===== config.mk =====
export PLATFORM = sky130hd
export DESIGN_NAME = csr_file_m_flat
export DESIGN_NICKNAME = d
export VERILOG_FILES = /design/src/rtl/csr_file_m_if.sv /design/src/rtl/csr_file_m.sv /design/src/flat_wrapper.sv
export SDC_FILE = /design/constraint.sdc
export NUM_CORES = 1
export LEC_CHECK = 0
export ABC_CLOCK_PERIOD_IN_PS = 2300
export CAP_MARGIN = 40
export CORE_AREA = 2 2 128 223
export CTS_CLUSTER_DIAMETER = 30
export DETAILED_ROUTE_END_ITERATION = 7
export DIE_AREA = 0 0 130 225
export GPL_TIMING_DRIVEN = 0
export SLEW_MARGIN = 10
export SYNTH_ARGS = -nofsm -noshare
export SYNTH_HDL_FRONTEND = slang
export SYNTH_SLANG_ARGS = --single-unit

===== constraint.sdc =====
create_clock -name i_clk -period 2.3 [get_ports i_clk]
set_clock_uncertainty 0.2 [all_clocks]
set_input_delay 0.23 -clock i_clk [delete_from_list [all_inputs] [get_ports i_clk]]
set_output_delay 0.23 -clock i_clk [all_outputs]
set_load 0.02 [all_outputs]

===== src/rtl/csr_file_m_if.sv =====
`default_nettype none
// +--------------------------------------------------------------------------+
// | zicsr_pkg / csr_file_m_if                                                |
// | Zicsr operand types and the execute-stage <-> CSR file bus.              |
// | Revision: 1.0                                                            |
// +--------------------------------------------------------------------------+
package zicsr_pkg;
   typedef enum logic [1:0] {
      CSR_NONE = 2'd0,
      CSR_RW   = 2'd1,
      CSR_RS   = 2'd2,
      CSR_RC   = 2'd3
   } zicsr_csr_op_t;

   typedef struct packed {
      logic [29:0] base;
      logic [1:0]  mode;
   } zicsr_val_mtvec_t;
endpackage

interface csr_file_m_if #(
   parameter int XLEN = 32
);
   zicsr_pkg::zicsr_csr_op_t    i_op;
   logic                        i_we;
   logic [11:0]                 i_addr;
   logic [XLEN-1:0]             i_wdata;
   logic [XLEN-1:0]             i_pc;
   logic                        i_retire;
   logic                        i_trap_req;
   logic [XLEN-1:0]             i_trap_cause;
   logic [XLEN-1:0]             i_trap_tval;
   logic                        i_mret;
   logic                        i_irq_sw;
   logic                        i_irq_timer;
   logic                        i_irq_ext;
   logic [XLEN-1:0]             o_rdata;
   zicsr_pkg::zicsr_val_mtvec_t o_mtvec;
   logic [XLEN-1:0]             o_mepc;
   logic                        o_irq_req;
   logic [XLEN-1:0]             o_irq_cause;
   logic                        o_t_illegal_inst;

   modport master (
      output i_op, i_we, i_addr, i_wdata, i_pc, i_retire, i_trap_req, i_trap_cause,
             i_trap_tval, i_mret, i_irq_sw, i_irq_timer, i_irq_ext,
      input  o_rdata, o_mtvec, o_mepc, o_irq_req, o_irq_cause, o_t_illegal_inst
   );

   modport slave (
      input  i_op, i_we, i_addr, i_wdata, i_pc, i_retire, i_trap_req, i_trap_cause,
             i_trap_tval, i_mret, i_irq_sw, i_irq_timer, i_irq_ext,
      output o_rdata, o_mtvec, o_mepc, o_irq_req, o_irq_cause, o_t_illegal_inst
   );
endinterface
`default_nettype wire


===== src/rtl/csr_file_m.sv =====
`default_nettype none
// +--------------------------------------------------------------------------+
// | csr_file_m                                                               |
// | Machine-mode CSR file: trap stack, WARL masking, irq logic, counters.    |
// | COTM32_CSR_COUNTERS_EN enables mcycle(h)/minstret(h).                    |
// | Revision: 1.0                                                            |
// +--------------------------------------------------------------------------+
module csr_file_m #(
   parameter int              XLEN      = 32,
   parameter int              CNT_W     = 64,
   parameter logic [XLEN-1:0] HART_ID   = 32'd0,
   parameter logic [XLEN-1:0] MTVEC_RST = 32'h0000_0000,
   parameter logic [XLEN-1:0] MISA_VAL  = 32'h4000_0100
) (
   input wire logic      i_clk,
   input wire logic      i_rst_n,
   csr_file_m_if.slave   bus
);
   localparam logic [11:0] c_addr_mstatus   = 12'h300;
   localparam logic [11:0] c_addr_misa      = 12'h301;
   localparam logic [11:0] c_addr_mie       = 12'h304;
   localparam logic [11:0] c_addr_mtvec     = 12'h305;
   localparam logic [11:0] c_addr_mscratch  = 12'h340;
   localparam logic [11:0] c_addr_mepc      = 12'h341;
   localparam logic [11:0] c_addr_mcause    = 12'h342;
   localparam logic [11:0] c_addr_mtval     = 12'h343;
   localparam logic [11:0] c_addr_mip       = 12'h344;
   localparam logic [11:0] c_addr_mcycle    = 12'hB00;
   localparam logic [11:0] c_addr_minstret  = 12'hB02;
   localparam logic [11:0] c_addr_mcycleh   = 12'hB80;
   localparam logic [11:0] c_addr_minstreth = 12'hB82;
   localparam logic [11:0] c_addr_mhartid   = 12'hF14;
   localparam logic [XLEN-1:0] c_align_mask = ~(XLEN'(3));

   logic                        r_mstatus_mie;
   logic                        r_mstatus_mpie;
   logic [2:0]                  r_mie;        // {MEIE, MTIE, MSIE}
   logic [2:0]                  r_mip;        // {MEIP, MTIP, MSIP}
   zicsr_pkg::zicsr_val_mtvec_t r_mtvec;
   logic [XLEN-1:0]             r_mscratch;
   logic [XLEN-1:0]             r_mepc;
   logic [XLEN-1:0]             r_mcause;
   logic [XLEN-1:0]             r_mtval;

   logic [XLEN-1:0] w_mstatus, w_mie, w_mip, w_rdata, w_wval;
   logic            w_valid, w_active, w_illegal, w_csr_wr;
   logic [2:0]      w_pend;
   logic [63:0]     w_cyc64, w_ins64;

   assign w_mstatus = {19'b0, 2'b11, 3'b0, r_mstatus_mpie, 3'b0, r_mstatus_mie, 3'b0};
   assign w_mie     = {20'b0, r_mie[2], 3'b0, r_mie[1], 3'b0, r_mie[0], 3'b0};
   assign w_mip     = {20'b0, r_mip[2], 3'b0, r_mip[1], 3'b0, r_mip[0], 3'b0};

   always_comb begin
      w_valid = 1'b1;
      w_rdata = '0;
      case (bus.i_addr)
         c_addr_mstatus:   w_rdata = w_mstatus;
         c_addr_misa:      w_rdata = MISA_VAL;
         c_addr_mie:       w_rdata = w_mie;
         c_addr_mtvec:     w_rdata = r_mtvec;
         c_addr_mscratch:  w_rdata = r_mscratch;
         c_addr_mepc:      w_rdata = r_mepc;
         c_addr_mcause:    w_rdata = r_mcause;
         c_addr_mtval:     w_rdata = r_mtval;
         c_addr_mip:       w_rdata = w_mip;
         c_addr_mhartid:   w_rdata = HART_ID;
`ifdef COTM32_CSR_COUNTERS_EN
         c_addr_mcycle:    w_rdata = w_cyc64[31:0];
         c_addr_mcycleh:   w_rdata = w_cyc64[63:32];
         c_addr_minstret:  w_rdata = w_ins64[31:0];
         c_addr_minstreth: w_rdata = w_ins64[63:32];
`endif
         default:          w_valid = 1'b0;
      endcase
   end

   // Read-only space is addr[11:10]==2'b11; only a real write there is illegal.
   assign w_active  = (bus.i_op != zicsr_pkg::CSR_NONE);
   assign w_illegal = w_active & (~w_valid | ((bus.i_addr[11:10] == 2'b11) & bus.i_we));
   assign w_csr_wr  = w_active & bus.i_we & ~w_illegal & ~bus.i_trap_req & ~bus.i_mret;

   always_comb begin
      w_wval = w_rdata;
      case (bus.i_op)
         zicsr_pkg::CSR_RW: w_wval = bus.i_wdata;
         zicsr_pkg::CSR_RS: w_wval = w_rdata | bus.i_wdata;
         zicsr_pkg::CSR_RC: w_wval = w_rdata & ~bus.i_wdata;
         default:           w_wval = w_rdata;
      endcase
   end

   always_ff @(posedge i_clk or negedge i_rst_n) begin
      if (!i_rst_n) begin
         r_mstatus_mie  <= 1'b0;
         r_mstatus_mpie <= 1'b0;
         r_mie          <= '0;
         r_mip          <= '0;
         r_mtvec        <= zicsr_pkg::zicsr_val_mtvec_t'(MTVEC_RST);
         r_mscratch     <= '0;
         r_mepc         <= '0;
         r_mcause       <= '0;
         r_mtval        <= '0;
      end else begin
         r_mip <= {bus.i_irq_ext, bus.i_irq_timer, bus.i_irq_sw};
         if (bus.i_trap_req) begin
            r_mepc         <= bus.i_pc & c_align_mask;
            r_mcause       <= bus.i_trap_cause;
            r_mtval        <= bus.i_trap_tval;
            r_mstatus_mpie <= r_mstatus_mie;
            r_mstatus_mie  <= 1'b0;
         end else if (bus.i_mret) begin
            r_mstatus_mie  <= r_mstatus_mpie;
            r_mstatus_mpie <= 1'b1;
         end else if (w_csr_wr) begin
            case (bus.i_addr)
               c_addr_mstatus: begin
                  r_mstatus_mie  <= w_wval[3];
                  r_mstatus_mpie <= w_wval[7];
               end
               c_addr_mie:      r_mie      <= {w_wval[11], w_wval[7], w_wval[3]};
               c_addr_mtvec: begin
                  // MODE 2/3 are reserved: keep the old mode, still take BASE.
                  r_mtvec.base <= w_wval[31:2];
                  if (w_wval[1:0] < 2'd2) r_mtvec.mode <= w_wval[1:0];
               end
               c_addr_mscratch: r_mscratch <= w_wval;
               c_addr_mepc:     r_mepc     <= w_wval & c_align_mask;
               c_addr_mcause:   r_mcause   <= w_wval;
               c_addr_mtval:    r_mtval    <= w_wval;
               default: ;
            endcase
         end
      end
   end

`ifdef COTM32_CSR_COUNTERS_EN
   logic [CNT_W-1:0] r_mcycle, r_minstret;
   logic [63:0]      w_cyc_inc, w_ins_step, w_cyc_nxt, w_ins_nxt;

   assign w_cyc64 = 64'(r_mcycle);
   assign w_ins64 = 64'(r_minstret);

   // A half-write replaces that half; the other half keeps counting without carry-in.
   always_comb begin
      w_cyc_inc  = 64'(r_mcycle + CNT_W'(1));
      w_ins_step = bus.i_retire ? 64'(r_minstret + CNT_W'(1)) : w_ins64;
      w_cyc_nxt  = w_cyc_inc;
      w_ins_nxt  = w_ins_step;
      if (w_csr_wr && bus.i_addr == c_addr_mcycle)     w_cyc_nxt = {w_cyc64[63:32], w_wval};
      if (w_csr_wr && bus.i_addr == c_addr_mcycleh)    w_cyc_nxt = {w_wval, w_cyc_inc[31:0]};
      if (w_csr_wr && bus.i_addr == c_addr_minstret)   w_ins_nxt = {w_ins64[63:32], w_wval};
      if (w_csr_wr && bus.i_addr == c_addr_minstreth)  w_ins_nxt = {w_wval, w_ins_step[31:0]};
   end

   always_ff @(posedge i_clk or negedge i_rst_n) begin
      if (!i_rst_n) begin
         r_mcycle   <= '0;
         r_minstret <= '0;
      end else begin
         r_mcycle   <= w_cyc_nxt[CNT_W-1:0];
         r_minstret <= w_ins_nxt[CNT_W-1:0];
      end
   end
`else
   localparam int c_unused_cnt_w = CNT_W;
   logic w_unused_retire;
   assign w_unused_retire = bus.i_retire;
   assign w_cyc64 = '0;
   assign w_ins64 = '0;
`endif

   assign w_pend = r_mip & r_mie;

   always_comb begin
      bus.o_irq_req   = r_mstatus_mie & (|w_pend);
      bus.o_irq_cause = '0;
      if (bus.o_irq_req) begin
         if (w_pend[2])      bus.o_irq_cause = {1'b1, 27'b0, 4'd11};
         else if (w_pend[0]) bus.o_irq_cause = {1'b1, 27'b0, 4'd3};
         else                bus.o_irq_cause = {1'b1, 27'b0, 4'd7};
      end
   end

   assign bus.o_rdata          = w_rdata;
   assign bus.o_t_illegal_inst = w_illegal;
   assign bus.o_mtvec          = r_mtvec;
   assign bus.o_mepc           = r_mepc;
endmodule
`default_nettype wire


===== src/flat_wrapper.sv =====
// flat-port wrapper written by rule: the top's interface ports become plain ports
module csr_file_m_flat 
#(
   parameter int              XLEN      = 32,
   parameter int              CNT_W     = 64,
   parameter logic [XLEN-1:0] HART_ID   = 32'd0,
   parameter logic [XLEN-1:0] MTVEC_RST = 32'h0000_0000,
   parameter logic [XLEN-1:0] MISA_VAL  = 32'h4000_0100
)
  (i_clk, i_rst_n, bus_i_op, bus_i_we, bus_i_addr, bus_i_wdata, bus_i_pc, bus_i_retire, bus_i_trap_req, bus_i_trap_cause, bus_i_trap_tval, bus_i_mret, bus_i_irq_sw, bus_i_irq_timer, bus_i_irq_ext, bus_o_rdata, bus_o_mtvec, bus_o_mepc, bus_o_irq_req, bus_o_irq_cause, bus_o_t_illegal_inst);
  csr_file_m_if #(.XLEN(XLEN)) bus_i ();
  input wire logic i_clk;
  input wire logic i_rst_n;
  input wire logic [$bits(bus_i.i_op)-1:0] bus_i_op;
  input wire logic [$bits(bus_i.i_we)-1:0] bus_i_we;
  input wire logic [$bits(bus_i.i_addr)-1:0] bus_i_addr;
  input wire logic [$bits(bus_i.i_wdata)-1:0] bus_i_wdata;
  input wire logic [$bits(bus_i.i_pc)-1:0] bus_i_pc;
  input wire logic [$bits(bus_i.i_retire)-1:0] bus_i_retire;
  input wire logic [$bits(bus_i.i_trap_req)-1:0] bus_i_trap_req;
  input wire logic [$bits(bus_i.i_trap_cause)-1:0] bus_i_trap_cause;
  input wire logic [$bits(bus_i.i_trap_tval)-1:0] bus_i_trap_tval;
  input wire logic [$bits(bus_i.i_mret)-1:0] bus_i_mret;
  input wire logic [$bits(bus_i.i_irq_sw)-1:0] bus_i_irq_sw;
  input wire logic [$bits(bus_i.i_irq_timer)-1:0] bus_i_irq_timer;
  input wire logic [$bits(bus_i.i_irq_ext)-1:0] bus_i_irq_ext;
  output wire logic [$bits(bus_i.o_rdata)-1:0] bus_o_rdata;
  output wire logic [$bits(bus_i.o_mtvec)-1:0] bus_o_mtvec;
  output wire logic [$bits(bus_i.o_mepc)-1:0] bus_o_mepc;
  output wire logic [$bits(bus_i.o_irq_req)-1:0] bus_o_irq_req;
  output wire logic [$bits(bus_i.o_irq_cause)-1:0] bus_o_irq_cause;
  output wire logic [$bits(bus_i.o_t_illegal_inst)-1:0] bus_o_t_illegal_inst;
  assign bus_i.i_op = bus_i_op;
  assign bus_i.i_we = bus_i_we;
  assign bus_i.i_addr = bus_i_addr;
  assign bus_i.i_wdata = bus_i_wdata;
  assign bus_i.i_pc = bus_i_pc;
  assign bus_i.i_retire = bus_i_retire;
  assign bus_i.i_trap_req = bus_i_trap_req;
  assign bus_i.i_trap_cause = bus_i_trap_cause;
  assign bus_i.i_trap_tval = bus_i_trap_tval;
  assign bus_i.i_mret = bus_i_mret;
  assign bus_i.i_irq_sw = bus_i_irq_sw;
  assign bus_i.i_irq_timer = bus_i_irq_timer;
  assign bus_i.i_irq_ext = bus_i_irq_ext;
  assign bus_o_rdata = bus_i.o_rdata;
  assign bus_o_mtvec = bus_i.o_mtvec;
  assign bus_o_mepc = bus_i.o_mepc;
  assign bus_o_irq_req = bus_i.o_irq_req;
  assign bus_o_irq_cause = bus_i.o_irq_cause;
  assign bus_o_t_illegal_inst = bus_i.o_t_illegal_inst;
  csr_file_m #(.XLEN(XLEN), .CNT_W(CNT_W), .HART_ID(HART_ID), .MTVEC_RST(MTVEC_RST), .MISA_VAL(MISA_VAL)) u_core (.i_clk(i_clk), .i_rst_n(i_rst_n), .bus(bus_i));
endmodule

# ---- Word level (Yosys, flattened, before mapping)
# Cells that the tools add are included.
dict set report word_totals {
  reg_bits 168
  in_bits 151
  output_inout_bits 130
  elab_cells 85
}
dict set report op_classes {
  magnitude_cmp 1
  eq_ne 15
  n_mux 26
  n_bitwise 16
  reduce_logical 17
}
# cell count
set op_table {}
lappend op_table {{$mux W32} 14}
lappend op_table {{$pmux W32 S9} 1}
lappend op_table {{$eq A12 B10 Y1 const B} 9}
lappend op_table {{$pmux W32 S3} 1}
lappend op_table {{$and A32 B32 Y32} 1}
lappend op_table {{$not A32 Y32} 1}
lappend op_table {{$or A32 B32 Y32} 1}
lappend op_table {{$eq A12 B12 Y1 const B} 1}
lappend op_table {{$reduce_and A4 Y1} 3}
lappend op_table {{$reduce_bool A2 Y1} 5}
lappend op_table {{$reduce_or A10 Y1} 1}
lappend op_table {{$mux W1} 9}
lappend op_table {{$reduce_and A3 Y1} 3}
lappend op_table {{$and A1 B1 Y1} 7}
lappend op_table {{$eq A2 B2 Y1 const B} 3}
lappend op_table {{$reduce_bool A3 Y1} 2}
lappend op_table {{$reduce_and A5 Y1} 1}
lappend op_table {{$not A1 Y1} 4}
lappend op_table {{$and A3 B3 Y3} 1}
lappend op_table {{$mux W3} 1}
lappend op_table {{$reduce_or A3 Y1} 1}
lappend op_table {{$eq A2 B1 Y1 const B} 1}
lappend op_table {{$lt A2 B2 Y1 const B} 1}
lappend op_table {{$ne A2 B2 Y1 const B} 1}
lappend op_table {{2 further kinds} 2}

# ---- Depth between registers and ports, before layout
# Gate-level depths: netlist of the first run.
dict set report logic_depth {
  word_depth 13
  depth_mapped 9
  depth_no_buf 6
}

# ---- Least setup slack after synthesis of the first run
# OpenSTA, ideal clock, no wires.
dict set report synth_timing {
  kind {input to register}
  start {in bus_i_addr[5]}
  end {reg u_core.r_mstatus_mpie}
  setup_time_ns 0.082
  t_arrival_ns 2.214
  required_ns 2.018
  path_slack_ns -0.196
  cell_stages 6
  path_buffers 2
  cell_sequence {or4_1 buf_4 buf_6 o311ai_1 o22ai_1 a31oi_1}
}
dict set report synth_via {
  word_cells_on_any_way 30
  cone_classes {10 x eq/ne; 7 x mux; 9 x bitwise; 4 x reduce/logical}
}
# item line
set synth_rtl {}
lappend synth_rtl {{from (decl)} flat_wrapper.sv:16} ;# input wire logic [$bits(bus_i.i_addr)-1:0] bus_i_addr;
lappend synth_rtl {{$eq A12 B10 Y1} csr_file_m.sv:57} ;# case (bus.i_addr)
lappend synth_rtl {{$pmux W32 S9 *} csr_file_m.sv:57}
lappend synth_rtl {{named net bus_o_rdata[7]} flat_wrapper.sv:27} ;# output wire logic [$bits(bus_i.o_rdata)-1:0] bus_o_rdata;
lappend synth_rtl {{$and A32 B32 Y32 / $or A32 B32 Y32 (equally long branches)} {csr_file_m.sv:88, csr_file_m.sv:87}}
lappend synth_rtl {{$pmux W32 S3 *} csr_file_m.sv:85} ;# case (bus.i_op)
lappend synth_rtl {{$mux W1 *} csr_file_m.sv:116} ;# case (bus.i_addr)
lappend synth_rtl {{$mux W1 *} csr_file_m.sv:115} ;# end else if (w_csr_wr) begin
lappend synth_rtl {{$mux W1 *} csr_file_m.sv:112} ;# end else if (bus.i_mret) begin
lappend synth_rtl {{$mux W1 *} csr_file_m.sv:106} ;# if (bus.i_trap_req) begin
lappend synth_rtl {{to (signal assigned)} csr_file_m.sv:110} ;# r_mstatus_mpie <= r_mstatus_mie;
lappend synth_rtl {{to (signal assigned)} csr_file_m.sv:119} ;# r_mstatus_mpie <= w_wval[7];
lappend synth_rtl {{to (decl)} csr_file_m.sv:36} ;# logic r_mstatus_mpie;
# Mark *: on every way through the listed nets, which the timed path passes. The rest lies on a longest branch. The select of a mux whose other input is x is not followed.
# A chain may end at the register's enable or synchronous reset.

# ---- Worst setup path after layout of the first run
dict set report layout_timing {
  start {in bus_i_addr[2]}
  end {out bus_o_rdata[24]}
}
dict set report layout_via {
  elab_chain_cells 2
  word_cells_on_any_way 10
  cone_classes {9 x eq/ne; 1 x mux}
}
# item line
set layout_lines {}
lappend layout_lines {{$eq A12 B10 Y1} csr_file_m.sv:57}
lappend layout_lines {{$pmux W32 S9 *} csr_file_m.sv:57}
lappend layout_lines {{to (decl)} flat_wrapper.sv:27}
# Every way passes the cells marked *; elsewhere a longest branch is shown, timed or not.

==> results of run 1 <==
[cell families (layout without fill, tap and decap cells)]
family          Yosys count  in the layout  synth area share
compound gates          428            428             0.288
xor+xnor                  4              4           0.00369
buf+inv                 133            519            0.0716
flops                   166            166             0.437
mux                      13             13            0.0145
other cells               1             31          0.000395
simple gates            313            313             0.185
[cell usage after synthesis (all sizes together), types with 2 or more instances]
library cell,n,area (um2)
a22oi,77,583
nor2,12,45.0
xor2,3,26.3
nor4b,2,17.5
o311ai,2,17.5
nand3b,24,180
dfrtp,166,4150
nand4,28,175
a21oi,58,298
mux2i,7,70.1
o22ai,6,37.5
o21ai,162,811
nor4,10,156
nor3,6,46.3
nor2b,9,63.8
a32oi,27,244
or3,4,25.0
and4,4,35.0
a211oi,3,22.5
and2,7,46.3
inv,9,33.8
nand2,136,518
a211o,2,17.5
a31oi,50,313
or2,4,25.0
a221o,3,30.0
nand3,12,60.1
o31ai,5,37.5
a221oi,2,17.5
buf,54,384
clkbuf,69,259
a32o,4,40.0
nand2b,2,12.5
and3,46,288
a222oi,23,230
mux2,6,67.6
[sequential cells by signal (all words and copies together) (netlist names)]
register	count
u_core.bus.o_mtvec	32
u_core.r_mcause	32
u_core.r_mscratch	32
u_core.r_mtval	32
u_core.bus.o_mepc	30
u_core.r_mie	3
u_core.r_mip	3
u_core.r_mstatus_mie	1
u_core.r_mstatus_mpie	1
[power breakdown]
part           total, uW  leakage [uW]  switching [uW]  internal [uW]
Clock               2890      0.000273            1380           1510
Combinational       1610       0.00443             894            712
Sequential          3210       0.00214             139           3070
[cell type report]
| class | count | area, um2 |
|---|---|---|
| fill | 2397 | 11600 |
| multi-input combinational | 787 | 5840 |
| sequential | 166 | 4150 |
| timing repair buffer | 358 | 3660 |
| buffer | 119 | 970 |
| tap | 369 | 462 |
| clock buffer | 17 | 425 |
| clock inverter | 15 | 144 |
| inverter | 10 | 46.3 |
| antenna | 2 | 5.00 |
[layer usage]
layer / global-route usage / wire, um / vias to the layer above
met5: 0 / 0 / -
met1: 0.376 / 16900 / 5582
li1: - / - / 4826
met3: 0.0582 / 4330 / 252
met2: 0.571 / 25400 / 830
met4: 0.231 / 4350 / 0
[timing repair]
| item | in CTS | in global routing |
|---|---|---|
| resized for setup | 411 | 222 |
| hold buffers | 1 | 0 |
| hold endpoints to repair | 67 | 0 |
| pin swaps | 50 | 56 |
| buffers inserted | 64 | 29 |
| gates cloned | 4 | 5 |
| endpoints found under the setup margin | 201 | 178 |
[worst paths after layout]
kind,start,end,slack [ps],cells past startpoint
setup / recovery,bus_i_addr[2],bus_o_rdata[24],-240,11
hold / removal,bus_i_irq_timer,u_core.r_mip[1],20,1
setup reg to reg,u_core.bus.o_mepc[30],u_core.r_mscratch[30],120,6
hold reg to reg,u_core.r_mscratch[0],u_core.r_mscratch[0],300,2
max in group asynchronous,i_rst_n,u_core.bus.o_mepc[17],870,3
min in group asynchronous,i_rst_n,u_core.bus.o_mepc[13],120,2
[per-stage QoR]
step / TNS (ps) / util / hold slack (ps) / setup slack [ps]
6_report: -8380 / 0.575 / 17.3 / -244
5_1_grt: -11400 / 0.575 / 44.6 / -259
4_1_cts: -6070 / 0.536 / 20.3 / -267
3_5_place_dp: -236320 / 0.465 / 10.7 / -1740
3_3_place_gp: -1313440 / 0.461 / 261 / -6350
2_1_floorplan: 0 / - / -266 / 4.29
==> run_results.csv, run 1 <==
group,metric,value,unit
route,wl,51.0,mm
job,maxCapViolations,0,
cells_and_area,area_growth,65.3,%
cells_and_area,drive_above_1_share,0.306,
route,vias,11500,
yosys,syn_area,9500,um2
route,wl_per_cell,27.7,um
global_route,grt_max_degree,100,
sta,slew_headroom,0.302,
placed_design,io_buffers,247,
route,routed_via_density,6.23,
yosys,avgSynthCellArea,8.98,um2
worst_hold_path,worst_hold_path_type,"input port to flop",
yosys,synth_edf_count,0,
cts,clock-sinks,166,
floorplanning,die-area,29300,um2
outcome,violations,"DRC, setup timing",
route,drt_drc_violations_left,1,
cts,clockBufferDepth,2,
setup_path,cp_common_cell,"buf_6",
yosys,ys_ff_latch,166,
route,detail-route-antenna-nets,0,
sta,setup_viol,63,
setup_path,cp-end-kind,"output pin",
sta,fin_ws,-244,ps
cells_and_area,layout_commonest_cell,"clkdlybuf4s50_1",
global_route,grt_pass1_vias,11200,
yosys,synth_async_sr_flop_share,1.00,
cts,cts_buffers,17,
floorplanning,start_util,0.348,
floorplanning,die_h,225,um
sta,min_period_over_period,1.11,
power_and_ir_drop,ir_worst_vdd,0.000543,V
setup_path,startpoint_type,"input port",
sta,hold_viol,0,
route,dr.first_iter.drc_count,1365,
floorplanning,ios,281,
cells_and_area,final_cell_mix,"195 x clkdlybuf4s50_1, 166 x dfrtp_1, 126 x nand2_1",
yosys,ys_seq_area_frac,0.437,
setup_path,cp_slowest_stage_delay,570,ps
setup_path,path_cells,"buf_6, or4_4, buf_4, buf_6, nor4_4, buf_6, buf_12, a222oi_1, buf_4, nand2_2, buf_6",
power_and_ir_drop,p_per_area,491,nW/um2
floorplanning,die_w,130,um
setup_path,critical_path_buf_inv_count,7,
floorplanning,coreArea,27300,um2
setup_path,cpLargestDelayFamily,"buffers and inverters",
setup_path,setup.worst_path.class,"input port to output pin",
yosys,synth-main-ff-cell,"dfrtp_1",
outcome,status,"finished, violations left",
global_route,grt_antenna_before_repair,2,
cts,path_clk_slew,70,ps
cells_and_area,final_area,15700,um2
placed_design,gp_congestion,1.00,
sta,layout_min_cycle_time,2540,ps
cells_and_area,num-nets-final,1610,
yosys,yosysUniqueCellTypes,65,
route,dr.pass1.iters,8,
cts,root_buffer,"clkbuf_16",
floorplanning,core.rowCount,80,
global_route,overflow,0,
yosys,yosysWarnings,0,
cells_and_area,fin_cells,1843,
power_and_ir_drop,p_leak,0.00684,uW
placed_design,dpl.hpwl,34.7,mm
setup_path,cp.required,1870,ps
sta,drv_slew,0,
global_route,grt_pass1_wl,71.4,mm
cts,cts_tree,"yes",
cts,cts-htree-levels,4,
placed_design,postPlaceCellArea,12700,um2
sta,clock.fmax,393,MHz
placed_design,place_inst,1710,
sta,worst_pin_slew,1050,ps
sta,rsz0062_at_grt,"yes",
setup_path,cp.arrival,2110,ps
global_route,grt_use_total,0.336,
setup_path,critPathSlowestCell,"or4_4",
yosys,netlist_instances,1058,
cts,clk_latency,450,ps
power_and_ir_drop,totalPowerFinal,7710,uW
setup_path,critPathMaxFanout,5,
Power figures use the tool's default switching activity.
==> run 2, diff against run 1 <==
--- a/config.mk
+++ b/config.mk
@@ -8,10 +8,12 @@
 export ABC_CLOCK_PERIOD_IN_PS = 2300
 export CAP_MARGIN = 40
 export CORE_AREA = 2 2 128 223
+export CTS_BUF_LIST = sky130_fd_sc_hd__clkbuf_4 sky130_fd_sc_hd__clkbuf_8
 export CTS_CLUSTER_DIAMETER = 30
 export DETAILED_ROUTE_END_ITERATION = 7
 export DIE_AREA = 0 0 130 225
 export GPL_TIMING_DRIVEN = 0
+export SETUP_SLACK_MARGIN = 0.2
 export SLEW_MARGIN = 10
 export SYNTH_ARGS = -nofsm -noshare
 export SYNTH_HDL_FRONTEND = slang
==> run 2 against run 1 <==
Effect of this change: the run ends with setup timing left; combinational power increased by 6%; cell count is 2.4% higher; worst hold slack better by 46 ps.
==> run_results.csv, run 2 (same netlist as run 1, synthesis figures left out) <==
group,metric,value,unit
power_and_ir_drop,p_per_area,428,nW/um2
setup_path,rrSetupSlack,200,ps
setup_path,critPathSlowestCell,"or4_4",
global_route,grt_antenna_before_repair,2,
cts,cts_buffers,17,
setup_path,path_cells,"buf_6, or4_4, buf_8, nor4_4, buf_6, buf_12, buf_12, a221o_1, buf_6",
route,dr.first_iter.drc_count,1515,
route,vias,11700,
floorplanning,die_h,225,um
setup_path,cp.required,1870,ps
setup_path,r2r_start,"u_core.r_mie[0]",
sta,clock.fmax,386,MHz
sta,slew_headroom,0.312,
route,wl,52.7,mm
route,routed_via_density,6.20,
cts,cts-htree-levels,4,
cells_and_area,area_growth,74.7,%
cells_and_area,num-nets-final,1655,
setup_path,setup.worst_path.class,"input port to output pin",
global_route,grt_max_degree,108,
sta,hold_viol,0,
cts,path_clk_slew,100,ps
cells_and_area,regArea,4160,um2
cells_and_area,multiInputGateArea,6300,um2
cts,clk_latency,510,ps
sta,tns,-8930,ps
global_route,met2_usage,0.593,
cells_and_area,fin_cells,1888,
cells_and_area,layout_commonest_cell,"clkdlybuf4s50_1",
route,wl_per_cell,27.9,um
sta,worst_pin_slew,1030,ps
route,dr.pass1.iters,8,
floorplanning,die-area,29300,um2
global_route,overflow,0,
placed_design,gp_congestion,1.00,
setup_path,crit_path_start,"bus_i_addr[2]",
placed_design,dp_worst_setup_slack,-1710,ps
power_and_ir_drop,p_leak,0.00708,uW
global_route,grt_pass1_vias,11700,
placed_design,dpl.hpwl,34.8,mm
setup_path,cp_common_cell,"buf_6",
sta,fin_ws,-288,ps
power_and_ir_drop,totalPowerFinal,7100,uW
cts,clockBufferDepth,2,
setup_path,critPathMaxFanout,5,
placed_design,io_buffers,247,
global_route,grt_use_total,0.353,
floorplanning,start_util,0.348,
setup_path,worstReg2RegEnd,"u_core.bus.o_mepc[3]",
global_route,grt_pass1_wl,74.7,mm
global_route,gr-usage-met3,0.0620,
sta,drv_slew,0,
cells_and_area,fillers,2326,
setup_path,startpoint_type,"input port",
sta,min_period_over_period,1.13,
cts,clock-sinks,166,
floorplanning,ios,281,
cells_and_area,utilization,0.608,
global_route,groute.layer.met1.usage,0.391,
cells_and_area,final_cell_mix,"192 x clkdlybuf4s50_1, 165 x dfrtp_1, 126 x o21ai_1",
setup_path,cp-end-kind,"output pin",
global_route,top_usage_layer,"met2",
route,detail-route-antenna-nets,0,
setup_path,r2r_cells,7,
cells_and_area,drive_above_1_share,0.365,
sta,layout_min_cycle_time,2590,ps
placed_design,place_inst,1709,
sta,setup_viol,82,
floorplanning,coreArea,27300,um2
route,drt_drc_violations_left,0,
power_and_ir_drop,ir_worst_vdd,0.000370,V
outcome,violations,"setup timing",
floorplanning,core.rowCount,80,
sta,rsz0062_at_grt,"yes",
floorplanning,die_w,130,um
outcome,status,"finished, violations left",
setup_path,cp.arrival,2160,ps
cts,cts_tree,"yes",
worst_hold_path,worst_hold_path_type,"input port to asynchronous set/reset pin",
cts,root_buffer,"clkbuf_8",
job,maxCapViolations,0,
setup_path,cp_slowest_stage_delay,530,ps
[run 2: worst max path at each step]
stage / to / slack [ps] / cells after the start
floorplan: u_core.r_mtval[0] / 20 / 9
global route: bus_o_rdata[8] / -300 / 10
detailed placement: bus_o_t_illegal_inst / -1710 / 10
finish: bus_o_rdata[30] / -290 / 9
CTS: bus_o_rdata[20] / -300 / 11
global placement: u_core.bus.o_mepc[22] / -6320 / 1
[run 2: critical path, delay by kind of cell]
family	cells	cell delay (ps)
AO/OA/AOI/OAI	1	320
buffers and inverters	6	860
AND/OR/NAND/NOR	2	740
[run 2: what timing repair did]
action / in CTS / in global routing
gates resized for setup: 601 / 166
buffers inserted: 94 / 29
setup endpoints to repair: 202 / 196
pin swaps: 143 / 87
hold buffers: 4 / 0
gates cloned: 12 / 5
hold endpoints to repair: 62 / 0
[run 2: cell type report]
| cell class | instances | share of cell area |
|---|---|---|
| Sequential cell | 166 | 0.250 |
| Antenna cell | 2 | 0.000301 |
| Multi-Input combinational cell | 787 | 0.379 |
| Inverter | 10 | 0.00234 |
| Timing Repair Buffer | 399 | 0.248 |
| Clock inverter | 11 | 0.00595 |
| Clock buffer | 21 | 0.0170 |
| Tap cell | 369 | 0.0278 |
| Buffer | 123 | 0.0688 |
[run 2: power by group]
| part | switching, uW | internal [uW] | leakage (uW) |
|---|---|---|---|
| combinational | 954 | 759 | 0.00474 |
| clock | 1230 | 955 | 0.000203 |
| sequential | 140 | 3070 | 0.00214 |
[run 2: through the flow]
stage | instance area [um2] | hold WS, ps
floorplan | 9800 | -266
global placement | 12700 | 259
detailed placement | 12800 | 7.72
CTS | 15600 | 74.7
global route | 16600 | 93.0
finish | 16600 | 63.0
[run 2: per-layer routing]
layer  up-vias  wire length [um]
met5         -                 0
met3       269              4470
met4         0              5250
met1      5649             17500
met2       891             25500
li1       4893                 -
